$ cat config.mk
export PLATFORM = sky130hd
export DESIGN_NAME = fp16pipe_stream
export DESIGN_NICKNAME = d
export VERILOG_FILES = /design/src/rtl/fp16_pkg.sv /design/src/rtl/fp16_res_fifo.sv /design/src/rtl/fp16pipe_stream.sv
export SDC_FILE = /design/constraint.sdc
export NUM_CORES = 1
export LEC_CHECK = 0
export BUFFER_PORTS_ARGS = -buffer_cell sky130_fd_sc_hd__buf_2
export CAP_MARGIN = 5
export CORE_MARGIN = 10
export CORE_UTILIZATION = 30
export CTS_BUF_LIST = sky130_fd_sc_hd__clkbuf_2 sky130_fd_sc_hd__clkbuf_4 sky130_fd_sc_hd__clkbuf_8
export CTS_CLUSTER_DIAMETER = 30
export DETAILED_ROUTE_END_ITERATION = 6
export GPL_TIMING_DRIVEN = 0
export PLACE_DENSITY_LB_ADDON = 0.2
export SKIP_CTS_REPAIR_TIMING = 1
export SYNTH_ARGS = -nofsm -noshare
export SYNTH_HDL_FRONTEND = slang
export SYNTH_HIERARCHICAL = 1
export SYNTH_SLANG_ARGS = --single-unit
$ cat constraint.sdc
create_clock -name clk -period 3.3 [get_ports clk]
set_input_delay 0.66 -clock clk [delete_from_list [all_inputs] [get_ports clk]]
set_output_delay 0.66 -clock clk [all_outputs]
set_load 0.02 [all_outputs]
$ cat src/rtl/fp16_pkg.sv
// rtl/fp16_pkg.sv - shared fp16 field widths, special encodings and types
package fp16_pkg;

   localparam int FP16_W = 16;
   localparam int EXP_W  = 5;
   localparam int MANT_W = 10;

   typedef logic [FP16_W-1:0] fp16_t;

   localparam fp16_t FP16_QNAN = 16'h7E00;
   localparam fp16_t FP16_PINF = 16'h7C00;
   localparam fp16_t FP16_ZERO = 16'h0000;

   // True for any NaN encoding: all-ones exponent with a non-zero mantissa
   function automatic logic fp16_is_nan(input fp16_t v);
      return (v[FP16_W-2 -: EXP_W] == '1) && (v[MANT_W-1:0] != '0);
   endfunction

endpackage

$ cat src/rtl/fp16_res_fifo.sv
// rtl/fp16_res_fifo.sv - first-word fall-through result FIFO with wrap-bit pointers
module fp16_res_fifo #(
   parameter int DEPTH = 4,
   parameter int WIDTH = 16
) (
   input  logic             clk,
   input  logic             rst,
   input  logic             push,
   input  logic [WIDTH-1:0] push_data,
   input  logic             pop,
   output logic [WIDTH-1:0] pop_data,
   output logic             full,
   output logic             empty
);

   localparam int AW = $clog2(DEPTH);

   logic [WIDTH-1:0] mem [DEPTH];
   logic [AW:0]      wr_ptr;
   logic [AW:0]      rd_ptr;
   logic             do_push;
   logic             do_pop;

   // Extra MSB on each pointer tells a full FIFO apart from an empty one
   assign empty    = (wr_ptr == rd_ptr);
   assign full     = (wr_ptr[AW] != rd_ptr[AW]) && (wr_ptr[AW-1:0] == rd_ptr[AW-1:0]);
   assign do_push  = push & ~full;
   assign do_pop   = pop & ~empty;
   assign pop_data = mem[rd_ptr[AW-1:0]];

   // Storage is not reset; only the pointers decide what is valid
   always_ff @(posedge clk) begin
      if (do_push) begin
         mem[wr_ptr[AW-1:0]] <= push_data;
      end
   end

   // Pointer advance; a push into a full FIFO is dropped so the head is never corrupted
   always_ff @(posedge clk or posedge rst) begin
      if (rst) begin
         wr_ptr <= '0;
         rd_ptr <= '0;
      end else begin
         if (do_push) begin
            wr_ptr <= wr_ptr + (AW+1)'(1);
         end
         if (do_pop) begin
            rd_ptr <= rd_ptr + (AW+1)'(1);
         end
      end
   end

endmodule

$ cat src/rtl/fp16pipe_stream.sv
// rtl/fp16pipe_stream.sv - valid/ready stream wrapper around a free-running fp16 pipe
module fp16pipe_stream
   import fp16_pkg::*;
#(
   parameter int LATENCY    = 3,
   parameter int FIFO_DEPTH = 4
) (
   input  logic              clk,
   input  logic              rst,
   input  logic              s_valid,
   output logic              s_ready,
   input  logic [FP16_W-1:0] s_a,
   input  logic [FP16_W-1:0] s_b,
   output logic [FP16_W-1:0] pipe_a,
   output logic [FP16_W-1:0] pipe_b,
   input  logic [FP16_W-1:0] pipe_res,
   output logic              m_valid,
   input  logic              m_ready,
   output logic [FP16_W-1:0] m_res,
   output logic              o_ovf
);

   localparam int CW = $clog2(FIFO_DEPTH) + 1;

   logic [LATENCY-1:0] vld;
   logic [CW-1:0]      credits;
   logic               issue;
   logic               pop;
   logic               push;
   logic               fifo_full;
   logic               fifo_empty;
   fp16_t              fifo_head;

   // A credit stands for one FIFO slot not yet claimed by an in-flight or queued result,
   // so the pipe can never deliver a result with nowhere to put it. s_ready depends only
   // on registered state, keeping m_ready out of the s_ready path.
   assign s_ready = (credits != '0) & ~rst;
   assign issue   = s_valid & s_ready;
   assign pop     = m_valid & m_ready;
   assign push    = vld[LATENCY-1];

   // Idle cycles drive zeros into the pipe
   assign pipe_a  = issue ? s_a : FP16_ZERO;
   assign pipe_b  = issue ? s_b : FP16_ZERO;

   assign m_valid = ~fifo_empty;
   assign m_res   = fifo_head;

   // Token delay line mirroring the pipe depth; its tail marks when pipe_res is meaningful
   always_ff @(posedge clk or posedge rst) begin
      if (rst) begin
         vld <= '0;
      end else begin
         vld[0] <= issue;
         for (int i = 1; i < LATENCY; i++) begin
            vld[i] <= vld[i-1];
         end
      end
   end

   // Credit counter: an issue consumes a slot, a pop returns one
   always_ff @(posedge clk or posedge rst) begin
      if (rst) begin
         credits <= CW'(FIFO_DEPTH);
      end else if (issue && !pop) begin
         credits <= credits - CW'(1);
      end else if (pop && !issue) begin
         credits <= credits + CW'(1);
      end
   end

   // Sticky flag for a result arriving at a full FIFO; credit admission should rule it out
   always_ff @(posedge clk or posedge rst) begin
      if (rst) begin
         o_ovf <= 1'b0;
      end else if (push && fifo_full) begin
         o_ovf <= 1'b1;
      end
   end

   fp16_res_fifo #(
      .DEPTH (FIFO_DEPTH),
      .WIDTH (FP16_W)
   ) u_res_fifo (
      .clk       (clk),
      .rst       (rst),
      .push      (push),
      .push_data (pipe_res),
      .pop       (pop),
      .pop_data  (fifo_head),
      .full      (fifo_full),
      .empty     (fifo_empty)
   );

endmodule

==> impl_metrics.env <==
export IMPL_grtUsageMet1=0.108
export IMPL_power_share_clock=0.217
export IMPL_antenna_left=0
export IMPL_fillers=1039
export IMPL_synth_edf_count=64
export IMPL_die_x_um=126
export IMPL_yosys_top_cells_count="edfxtp_1, and2_1, mux4_2"
export IMPL_portBuffers=102
export IMPL_required_ns=2.64
export IMPL_layout_cells_non_filler=451
export IMPL_synth_most_common_cell="edfxtp_1"
export IMPL_drt_total_wl_um=7360
export IMPL_ys_seq_area_frac=0.666
export IMPL_leakage_nw=1.75
export IMPL_drc=0
export IMPL_switching_share=0.368
export IMPL_final_net_count=365
export IMPL_avgSynthCellArea_um2=17.5
export IMPL_ios=103
export IMPL_viasPerCell=4.40
export IMPL_antennaDiodeCount=0
export IMPL_dr_pass1_iters=3
export IMPL_dp_cells=435
export IMPL_dp_hpwl_um=5370
export IMPL_clock_fmax_mhz=399
export IMPL_critPathMaxFanout=10
export IMPL_final_hold_viol_count=0
export IMPL_setup_viol=0
export IMPL_grt_max_degree=18
export IMPL_power_density_nw_per_um2=799
export IMPL_drv_slew=0
export IMPL_status="complete, no violations"
export IMPL_core_um2=10900
export IMPL_synthArstFlopShare=0.169
export IMPL_yosysTopAreaCell="edfxtp_1"
export IMPL_num_rows=38
export IMPL_clk_path_buf_depth=2
export IMPL_synth_fp_nets=252
export IMPL_grt_use_met3=0.0306
export IMPL_clock_skew_ns=0.0148
export IMPL_die_area_um2=15900
export IMPL_combPwrFrac=0.395
export IMPL_met2_usage=0.163
export IMPL_area_delta_synth_final_pct=26.5
export IMPL_synth_area_um2=3380
export IMPL_synthTopCellsByArea="edfxtp_1, mux4_2, dfrtp_1, and2_1, ha_1"
export IMPL_path_clk_slew_ns=0.09
export IMPL_rsz0062_at_grt="false"
export IMPL_synth_warnings=6
export IMPL_vdd_drop_max_uv=254
export IMPL_slew_headroom=0.113
export IMPL_p_switching_mw=1.26
export IMPL_start_util=0.309
export IMPL_cts_tree="built"
export IMPL_die_h_um=126
export IMPL_layout_min_cycle_time_ns=2.51
export IMPL_cap_violations=0
export IMPL_ctsRootBufferMaster="clkbuf_8"
export IMPL_syn_inst=193
export IMPL_antenna_found_initial=0
export IMPL_clock_latency_ns=0.35
export IMPL_cts_sinks=77
export IMPL_synth_seq_cells=77
export IMPL_grt_first_pass_wirelength_um=12100
export IMPL_min_period_over_period=0.759
export IMPL_vias=1984
export IMPL_synth_ff_type="edfxtp_1"
export IMPL_end_kind="output port"
export IMPL_grt_total_usage=0.0953
export IMPL_cts_buffers_inserted=9
export IMPL_dr_first_iter_drc_count=69
export IMPL_worst_setup_path_start_kind="flip-flop"
export IMPL_wl_per_cell_um=16.3
export IMPL_htreeDepth=3
export IMPL_p_int_mw=2.16
export IMPL_worst_slew_pin_slew_ns=1.33
export IMPL_drive_above_1_share=0.489
export IMPL_busiest_layer="met2"
export IMPL_grt_pass1_vias=2286
export IMPL_ys_types=32
export IMPL_overflow=0
export IMPL_worst_setup_path_type="reg2out"
export IMPL_place_gp_congestion=0.716
export IMPL_cp_arrival_ns=1.85
export IMPL_tns_ns=0
export IMPL_min_path_type="in2async"
export IMPL_synth_top_cell_area_share=0.569
export IMPL_seqPwrFrac=0.388
==> registers in the layout, indices dropped and copies added (netlist names) <==
register           count
o_ovf                  1
vld                    3
u_res_fifo/rd_ptr      3
u_res_fifo/wr_ptr      3
u_res_fifo/mem        64
credits                3
==> layer usage <==
| metal | vias to the layer above | share of wire | wire [um] |
|---|---|---|---|
| li1 | 938 | - | - |
| met1 | 995 | 0.41 | 3030 |
| met2 | 47 | 0.53 | 3910 |
| met3 | 4 | 0.047 | 348 |
| met4 | 0 | 0.0099 | 73 |
| met5 | - | 0 | 0 |
==> cells in the final DEF, fill, tap and decap left out, types with 2 or more instances in the layout <==
master    synthesis  routed
nor3_1            2       2
xnor2_1           5       5
ha_1              6       6
a21oi_1           4       4
inv_8             0       2
clkbuf_8          1      10
and2_1           32      32
edfxtp_1         64      64
a211oi_2          2       2
buf_2             1     103
nand2_1           4       4
and3_1            3       3
nor2_1            2       2
dfrtp_1          12      12
inv_6             0       3
xor2_1            4       4
o31ai_1           4       4
xor2_2            2       2
mux4_2           16      16
buf_6             5       5
inv_1            11      11
==> power groups by stage <==
stage / clock, mW / sequential (mW) / combinational, mW
2_1_floorplan: 0 / 1.33 / 1.00
3_3_place_gp: 0 / 1.34 / 1.38
6_report: 0.741 / 1.32 / 1.35
3_5_place_dp: 0 / 1.35 / 1.38
5_1_grt: 0.817 / 1.34 / 1.49
4_1_cts: 0.768 / 1.33 / 1.39
==> logic make-up (layout without fill, tap and decap cells) <==
family          Yosys count  after routing  share of synthesized area
xor+xnor                 12             12                     0.0378
buf+inv                  18            136                     0.0345
mux                      17             17                      0.110
flops                    77             77                      0.666
compound gates           14             14                     0.0341
simple gates             48             48                     0.0900
fa+ha+maj                 7              7                     0.0282
==> metrics by stage <==
stage | utilization | worst slack, ns | total power, mW | cell area, um2 | hold WS [ns]
2_1_floorplan | - | 1.08 | 2.33 | 3380 | 0.331
3_3_place_gp | 0.372 | 0.857 | 2.72 | 4060 | 0.334
3_5_place_dp | 0.372 | 0.858 | 2.73 | 4060 | 0.341
4_1_cts | 0.391 | 0.715 | 3.49 | 4270 | 0.259
5_1_grt | 0.391 | 0.661 | 3.65 | 4270 | 0.279
6_report | 0.391 | 0.794 | 3.41 | 4270 | 0.276
==> final timing paths <==
| kind | start | cells past startpoint | slack, ns | endpoint |
|---|---|---|---|---|
| worst min register to register | vld[1]$_DFF_PP0_ | 0 | 0.36 | vld[2]$_DFF_PP0_ |
| min in group clk | vld[1]$_DFF_PP0_ | 0 | 0.36 | vld[2]$_DFF_PP0_ |
| max in group asynchronous | rst | 2 | 2.76 | credits[2]$_DFFE_PP1P_ |
| worst max-delay path | u_res_fifo/rd_ptr[0]$_DFFE_PP0P_ | 4 | 0.79 | m_res[9] |
| worst min-delay path | rst | 2 | 0.28 | credits[1]$_DFFE_PP0P_ |
| worst max register to register | u_res_fifo/rd_ptr[0]$_DFFE_PP0P_ | 11 | 0.96 | credits[2]$_DFFE_PP1P_ |
==> layout make-up <==
type | count | area [um2] | area share
Tap cell | 140 | 175 | 0.0410
Timing Repair Buffer | 102 | 510 | 0.119
Clock buffer | 9 | 124 | 0.0290
Sequential cell | 77 | 2250 | 0.526
Multi-Input combinational cell | 98 | 1010 | 0.237
Inverter | 11 | 41.3 | 0.00966
Clock inverter | 7 | 86.3 | 0.0202
Buffer | 7 | 75.1 | 0.0176
==> critical path: stages (launching register included) <==
cell	delay (ns)
dfrtp_1	0.38
buf_6	0.21
buf_6	0.22
mux4_2	0.52
buf_2	0.18
Power figures use the tool's default switching activity.
